===== config.mk =====
export PLATFORM = sky130hd
export DESIGN_NAME = conv_window_mac_flat
export DESIGN_NICKNAME = d
export VERILOG_FILES = /design/src/rtl/conv_window_mac_if.sv /design/src/rtl/conv_window_mac.sv /design/src/flat_wrapper.sv
export SDC_FILE = /design/constraint.sdc
export NUM_CORES = 2
export LEC_CHECK = 0
export BUFFER_PORTS_ARGS = -buffer_cell sky130_fd_sc_hd__clkbuf_2
export CAP_MARGIN = 30
export CORE_UTILIZATION = 45
export DETAILED_ROUTE_END_ITERATION = 8
export HOLD_SLACK_MARGIN = 0.02
export PLACE_DENSITY = 0.65
export SLEW_MARGIN = 20
export SYNTH_ARGS = -nofsm -noshare
export SYNTH_HDL_FRONTEND = slang
export SYNTH_SLANG_ARGS = --single-unit

===== constraint.sdc =====
create_clock -name clk -period 18 [get_ports clk]
set_input_delay 2.7 -clock clk [delete_from_list [all_inputs] [get_ports clk]]
set_output_delay 2.7 -clock clk [all_outputs]
set_load 0.05 [all_outputs]

===== src/rtl/conv_window_mac_if.sv =====
// conv_window_mac_if
//   Bundles the control, data and result handshake of conv_window_mac.
//   The slave modport is the MAC's view; the master modport is the view of
//   whatever starts sweeps, supplies window bytes and drains results.
//
//   start      begin a sweep (sampled only while the MAC is idle)
//   filter     4x4 unsigned byte filter, byte i = bits [127-8i -: 8]
//   window     4x4 unsigned byte window for the current idx (combinational)
//   idx        window index presented to the line buffer
//   busy       sweep in progress
//   out_valid  result/out_idx valid
//   out_ready  downstream accepts the result
//   result     dot product of window and filter
//   out_idx    window index the result belongs to
//   done       one-cycle pulse after the last result is accepted
interface conv_window_mac_if #(
    parameter int ACC_W = 20
);
    logic             start;
    logic [127:0]     filter;
    logic [127:0]     window;
    logic [3:0]       idx;
    logic             busy;
    logic             out_valid;
    logic             out_ready;
    logic [ACC_W-1:0] result;
    logic [3:0]       out_idx;
    logic             done;

    modport master (
        output start, filter, window, out_ready,
        input  idx, busy, out_valid, result, out_idx, done
    );

    modport slave (
        input  start, filter, window, out_ready,
        output idx, busy, out_valid, result, out_idx, done
    );
endinterface


===== src/rtl/conv_window_mac.sv =====
// conv_window_mac
//   Sweeps a 4x4 byte window across the 4x16 line buffer by driving the
//   buffer column index, multiplies every window by a filter latched at the
//   start of the sweep and emits one dot product per window position.
//   Two pipeline stages: 16 registered products, then a registered adder-tree
//   sum. The output is valid/ready with full backpressure: while a result is
//   waiting (out_valid & ~out_ready) the index and both stages hold.
//
//   Ports
//     clk   clock
//     rst   asynchronous, active-high reset
//     bus   conv_window_mac_if.slave: start, filter, window, idx, busy,
//           out_valid, out_ready, result, out_idx, done
//
//   Parameters
//     START_IDX  first window index (rightmost column of the first window)
//     END_IDX    last window index
//     ACC_W      result width; 16 * 255 * 255 fits in 20 bits
//
//   state  | meaning
//   -------+----------------------------------------------------------------
//   IDLE   | waiting for start; filter and idx reloaded when start is seen
//   RUN    | one window captured into stage 1 per non-stalled cycle
//   DRAIN  | last window captured; wait for stage 1 to empty and the final
//          | result to be accepted
//   DONE   | done pulse for one cycle, then back to IDLE
module conv_window_mac #(
    parameter logic [3:0] START_IDX = 4'd3,
    parameter logic [3:0] END_IDX   = 4'd15,
    parameter int         ACC_W     = 20
) (
    input  logic               clk,
    input  logic               rst,
    conv_window_mac_if.slave   bus
);

    typedef enum logic [1:0] {
        S_IDLE  = 2'd0,
        S_RUN   = 2'd1,
        S_DRAIN = 2'd2,
        S_DONE  = 2'd3
    } state_t;

    state_t           state;
    state_t           state_nxt;

    logic [127:0]     filter_q;
    logic [3:0]       idx_q;

    logic [7:0]       win_byte  [16];
    logic [7:0]       filt_byte [16];

    logic [15:0]      prod_q [16];
    logic             s1_valid;
    logic [3:0]       s1_tag;

    logic [16:0]      sum_l1 [8];
    logic [17:0]      sum_l2 [4];
    logic [18:0]      sum_l3 [2];
    logic [19:0]      sum_l4;
    logic [ACC_W-1:0] sum_tree;

    logic [ACC_W-1:0] result_q;
    logic [3:0]       out_idx_q;
    logic             out_valid_q;

    logic             stall;
    logic             start_accept;
    logic             s1_capture;

    // A held result freezes the whole pipe, including the index the buffer sees.
    assign stall = out_valid_q & ~bus.out_ready;

    // ------------------------------------------------------------------
    // FSM
    // ------------------------------------------------------------------
    always_ff @(posedge clk or posedge rst) begin
        if (rst) begin
            state <= S_IDLE;
        end else begin
            state <= state_nxt;
        end
    end

    always_comb begin
        state_nxt    = state;
        start_accept = 1'b0;
        s1_capture   = 1'b0;
        case (state)
            S_IDLE: begin
                if (bus.start) begin
                    start_accept = 1'b1;
                    state_nxt    = S_RUN;
                end
            end
            S_RUN: begin
                if (!stall) begin
                    s1_capture = 1'b1;
                    if (idx_q == END_IDX) begin
                        state_nxt = S_DRAIN;
                    end
                end
            end
            S_DRAIN: begin
                // Final result leaves on the same edge that moves us to DONE,
                // so done lands exactly one cycle after the last acceptance.
                if (!s1_valid && (!out_valid_q || bus.out_ready)) begin
                    state_nxt = S_DONE;
                end
            end
            S_DONE: begin
                state_nxt = S_IDLE;
            end
            default: begin
                state_nxt = S_IDLE;
            end
        endcase
    end

    // ------------------------------------------------------------------
    // Filter latch and window index
    // ------------------------------------------------------------------
    always_ff @(posedge clk or posedge rst) begin
        if (rst) begin
            filter_q <= '0;
            idx_q    <= START_IDX;
        end else begin
            if (start_accept) begin
                filter_q <= bus.filter;
                idx_q    <= START_IDX;
            end else if (s1_capture && (idx_q != END_IDX)) begin
                idx_q <= idx_q + 4'd1;
            end
        end
    end

    always_comb begin
        for (int i = 0; i < 16; i++) begin
            win_byte[i]  = bus.window[127-8*i -: 8];
            filt_byte[i] = filter_q[127-8*i -: 8];
        end
    end

    // ------------------------------------------------------------------
    // Stage 1: products
    // ------------------------------------------------------------------
    always_ff @(posedge clk or posedge rst) begin
        if (rst) begin
            s1_valid <= 1'b0;
            s1_tag   <= '0;
            for (int i = 0; i < 16; i++) begin
                prod_q[i] <= '0;
            end
        end else if (!stall) begin
            // Outside RUN this inserts an empty slot, which drains the pipe.
            s1_valid <= s1_capture;
            if (s1_capture) begin
                s1_tag <= idx_q;
                for (int i = 0; i < 16; i++) begin
                    prod_q[i] <= 16'(win_byte[i]) * 16'(filt_byte[i]);
                end
            end
        end
    end

    // ------------------------------------------------------------------
    // Adder tree, widened one bit per level so nothing can overflow
    // ------------------------------------------------------------------
    always_comb begin
        for (int j = 0; j < 8; j++) begin
            sum_l1[j] = 17'(prod_q[2*j]) + 17'(prod_q[2*j+1]);
        end
        for (int j = 0; j < 4; j++) begin
            sum_l2[j] = 18'(sum_l1[2*j]) + 18'(sum_l1[2*j+1]);
        end
        for (int j = 0; j < 2; j++) begin
            sum_l3[j] = 19'(sum_l2[2*j]) + 19'(sum_l2[2*j+1]);
        end
        sum_l4   = 20'(sum_l3[0]) + 20'(sum_l3[1]);
        sum_tree = ACC_W'(sum_l4);
    end

    // ------------------------------------------------------------------
    // Stage 2: result register
    // ------------------------------------------------------------------
    always_ff @(posedge clk or posedge rst) begin
        if (rst) begin
            out_valid_q <= 1'b0;
            result_q    <= '0;
            out_idx_q   <= '0;
        end else if (!stall) begin
            // When the held result is taken and stage 1 is empty, out_valid
            // falls here because the empty slot moves forward.
            out_valid_q <= s1_valid;
            if (s1_valid) begin
                result_q  <= sum_tree;
                out_idx_q <= s1_tag;
            end
        end
    end

    assign bus.idx       = idx_q;
    assign bus.busy      = (state == S_RUN) || (state == S_DRAIN);
    assign bus.out_valid = out_valid_q;
    assign bus.result    = result_q;
    assign bus.out_idx   = out_idx_q;
    assign bus.done      = (state == S_DONE);

endmodule

===== src/flat_wrapper.sv =====
// flat-port wrapper written by rule: the top's interface ports become plain ports
module conv_window_mac_flat 
#(
    parameter logic [3:0] START_IDX = 4'd3,
    parameter logic [3:0] END_IDX   = 4'd15,
    parameter int         ACC_W     = 20
)
  (clk, rst, bus_start, bus_filter, bus_window, bus_out_ready, bus_idx, bus_busy, bus_out_valid, bus_result, bus_out_idx, bus_done);
  conv_window_mac_if #(.ACC_W(ACC_W)) bus_i ();
  input  logic clk;
  input  logic rst;
  input wire logic [$bits(bus_i.start)-1:0] bus_start;
  input wire logic [$bits(bus_i.filter)-1:0] bus_filter;
  input wire logic [$bits(bus_i.window)-1:0] bus_window;
  input wire logic [$bits(bus_i.out_ready)-1:0] bus_out_ready;
  output wire logic [$bits(bus_i.idx)-1:0] bus_idx;
  output wire logic [$bits(bus_i.busy)-1:0] bus_busy;
  output wire logic [$bits(bus_i.out_valid)-1:0] bus_out_valid;
  output wire logic [$bits(bus_i.result)-1:0] bus_result;
  output wire logic [$bits(bus_i.out_idx)-1:0] bus_out_idx;
  output wire logic [$bits(bus_i.done)-1:0] bus_done;
  assign bus_i.start = bus_start;
  assign bus_i.filter = bus_filter;
  assign bus_i.window = bus_window;
  assign bus_i.out_ready = bus_out_ready;
  assign bus_idx = bus_i.idx;
  assign bus_busy = bus_i.busy;
  assign bus_out_valid = bus_i.out_valid;
  assign bus_result = bus_i.result;
  assign bus_out_idx = bus_i.out_idx;
  assign bus_done = bus_i.done;
  conv_window_mac #(.START_IDX(START_IDX), .END_IDX(END_IDX), .ACC_W(ACC_W)) u_core (.clk(clk), .rst(rst), .bus(bus_i));
endmodule

# == Word level (Yosys, flattened, before mapping) ==
# Cells that the tools add are included.
# totals
reg_bits,420
out_inout_bits,31
word_cells,90
# op_classes
addsub,16
multipliers,16
n_eq_ne,9
mux,11
bitwise_logic,3
reduce_logical,11
# op_table
cell,count
$mul A8 B8 Y16,16
$add A16 B16 Y17,8
$add A17 B17 Y18,4
$add A18 B18 Y19,2
$add A19 B19 Y20,1
$mux W2,4
$mux W4,2
$pmux W2 S4,1
$add A4 B1 Y4 const B,1
$eq A2 B2 Y1 const B,2
$eq A4 B4 Y1 const B,1
$mux W1,4
$ne A2 B1 Y1 const B,2
$ne A2 B2 Y1 const B,2
$ne A4 B4 Y1 const B,1
$reduce_and A2 Y1,2
$reduce_and A4 Y1,1
$eq A2 B1 Y1 const B,1
$logic_and A1 B1 Y1,2
$logic_not A1 Y1,2
$logic_not A2 Y1,1
$logic_or A1 B1 Y1,2
$not A1 Y1,2
$reduce_bool A2 Y1,1
$and A1 B1 Y1,1

# == Logic depth before layout (Yosys ltp) ==
# depth
word_depth,7
mapped_depth,20
mapped_depth_nobuf,20

# == Worst setup path after synthesis ==
# OpenSTA, ideal clock, no wires.
# synth_timing
path_type,input to register
startpoint,input port bus_window[53]
endpoint,register u_core.prod_q[111] (netlist name)
t_arrival_ns,6.788
t_required_ns,17.918
slack_ns,11.131
cell_stages,16
n_path_buf,1
cell_sequence,clkbuf_1 -> nand2_1 -> fa_1 -> fa_1 -> inv_1 -> fa_1 -> inv_1 -> fa_1 -> inv_1 -> ha_1 -> o21a_1 -> o31a_1 -> o311a_1 -> o41a_1 -> or3_1 -> a31oi_1
# synth_via
elab_chain_len,1
# synth_rtl
element,line_no,rtl
from (decl),flat_wrapper.sv:14,input wire logic [$bits(bus_i.window)-1:0] bus_window;
$mul A8 B8 Y16,conv_window_mac.sv:160,prod_q[i] <= 16'(win_byte[i]) * 16'(filt_byte[i]);
"to (signal, indexed assignment)",conv_window_mac.sv:160,
to (decl),conv_window_mac.sv:53,logic [15:0] prod_q [16];
# No other way between the ends.
# A chain may end at the register's enable or synchronous reset.

# == Worst setup path after layout ==
# layout_timing
startpoint,input port bus_window[29]
endpoint,register u_core.prod_q[63] (netlist name)
# The elaborated chain is that of the path after synthesis.

==> metrics.csv <==
metric,value,unit
status,finished clean,
cts_root_buffer,clkbuf_16,
synth_top_family_by_area,adder cells,
drv_slew,0,
first_pass_iters,5,
gp_congestion,0.909,
synth_commonest_cells,"1113 x inv_1, 852 x nand2_1, 796 x fa_1, 611 x ha_1, 556 x and2_1",
finalSetupViolations,0,
worstMarginPinSlew,0.941,ns
cp.required,18.59,ns
holdPathStages,2,
min_period,6.38,ns
yosysWarnings,0,
synth_compound_area_share,8.35,%
tns,0,ns
fin_crit_sh,35.5,%
cts_tree,yes,
critPathCaptureType,flip-flop,
grt-ovfl-total,0,
worst_setup_path_start_kind,input port,
grt_pass1_vias,41500,
ys.flop_type,dfrtp_1,
initial_core_util,45.4,%
hp-class,reg2reg,
clock_skew,0.0257,ns
numClockSinks,420,
synth_cell_type_count,59,
dr.first_iter.drc_count,2129,
rsz0062_at_grt,false,
slew-limit-headroom,37.3,%
multiInputGateArea,0.0392,sq mm
drive_gt1_share,9.17,%
nFillCells,11300,
grt_pass1_wl,224000,microns
yosys.area_share.adder,43.4,%
hold_buffers,0,
synth_top_area_share,29.3,%
via_count,39400,
worstPathMaxFanout,8,
die_h,350,microns
h-tree-depth,2,
cp.arrival,6.97,ns
cts_made_buffers,56,
synth-simple-area-share,15.0,%
synth_xor_area_share,2.37,%
fmax,0.157,GHz
max_cap_violations,0,
ys_seq_elements,420,
clkLatencyLatePin,0.67,ns
dp_hpwl,111000,microns
dieArea,0.122,sq mm
antenna_found_initial,7,
holdWs,0.465,ns
syn_to_final_growth,9.41,%
ctsResizeCount,0,
yosysSeqAreaShare,19.3,%
remaining_drc_errors,0,
synthMuxAreaShare,2.86,%
clk_pin_slew_worst_paths,0.06,ns
ys_async_sr_fraction,100,%
wl_per_cell,17.5,microns
yosys-top-cells-area,"fa_1 29%, dfrtp_1 19%, ha_1 14%, inv_1 7.7%, and2_1 6.4%",
io_pins,291,
placed_area,0.0574,sq mm
track_usage,23.0,%
viasPerCell,5.12,
ff_latch_area,0.0105,sq mm
synth.most_common_cell,inv_1,
syn_area_per_cell,9.35,sq um
yosysTopAreaCell,fa_1,
fin_nets,7707,
syn_inst,5815,
syn-cell-area,0.0544,sq mm
synth_edf_count,0,
reg2reg_depth,18,
design_area,0.0595,sq mm
synthesis.nets,7482,
die_w,350,microns
clock_path_buffers,3,
hold_viol,0,
coreArea,0.120,sq mm
rows,127,
portBuffers,290,
postRouteAntennaNets,0,
drt-total-wl,135000,microns
post-cts-setup-buffers,0,
critPathKind,in2reg,
grt_max_degree,197,
-- layout by cell type (no fill, tap or decap), types with 88 or more instances in the layout --
cell	Yosys	routed
a21oi_1	141	141
nand2_1	852	850
ha_1	611	611
mux2_2	130	130
dfrtp_1	418	418
inv_1	1113	1112
and2_1	556	555
fa_1	796	796
o21ai_0	340	340
clkbuf_2	0	290
nor2_1	88	88
-- registers in the layout (all words and copies together) (netlist names) --
register              cells
u_core.prod_q           256
u_core.filt_byte        128
u_core.bus.result        20
u_core.bus.idx            4
u_core.bus.out_idx        4
u_core.s1_tag             4
u_core.state              2
u_core.bus.out_valid      1
u_core.s1_valid           1
-- path summary, 6_finish.rpt --
kind                                         from                     to  slack [ns]
worst max-delay path               bus_window[29]      u_core.prod_q[63]       11.62
min in group asynchronous                     rst    u_core.filt_byte[1]        2.16
max in group asynchronous                     rst     u_core.prod_q[141]       13.89
worst max register to register  u_core.prod_q[98]  u_core.bus.result[16]       11.62
worst min register to register   u_core.s1_tag[1]  u_core.bus.out_idx[1]        0.47
worst min-delay path             u_core.s1_tag[1]  u_core.bus.out_idx[1]        0.47
-- logic make-up after synthesis --
kind of cell,Yosys count
compound gates,757
xor+xnor,147
fa+ha+maj,1407
buf+inv,1253
flops,420
mux,139
simple gates,1692
-- critical path, cell delays in order --
cell      delay, ns
clkbuf_2       0.18
nand2_1        0.12
fa_1           0.54
fa_1           0.55
inv_1          0.06
fa_1           0.47
inv_1          0.05
fa_1           0.47
inv_1          0.04
ha_1           0.32
o21a_1         0.12
o31a_1         0.12
o311a_1        0.34
o41a_1         0.42
or3_1          0.31
a31oi_1        0.17
-- stage by stage --
stage | setup WS [ns] | utilization [%] | instances
after floorplan | 3.61 | - | 5815
after global placement | 10.98 | 47.9 | 7590
after detailed placement | 10.96 | 47.9 | 7590
after CTS | 11.65 | 49.6 | 7695
after global routing | 11.45 | 49.7 | 7704
final | 11.62 | 49.7 | 7704
-- per-layer routing --
layer / GRT usage [%] / up-vias / part of all wire [%]
met5: 0 / - / 0.018
met4: 6.72 / 4 / 2.7
met3: 2.77 / 169 / 4.4
met2: 38.5 / 809 / 48
met1: 31.4 / 19700 / 45
li1: - / 18700 / -
-- final cells by class --
cell class	count	area share (%)
Multi-Input combinational cell	4142	65.8
Antenna cell	5	0.0210
Sequential cell	420	17.7
Tap cell	1612	3.39
Clock buffer	75	2.66
Inverter	1113	7.04
Clock inverter	30	0.608
Timing Repair Buffer	307	2.78
Power is not shown: default switching activity piles up to over one toggle a cycle in this logic, so the estimate is an artifact.
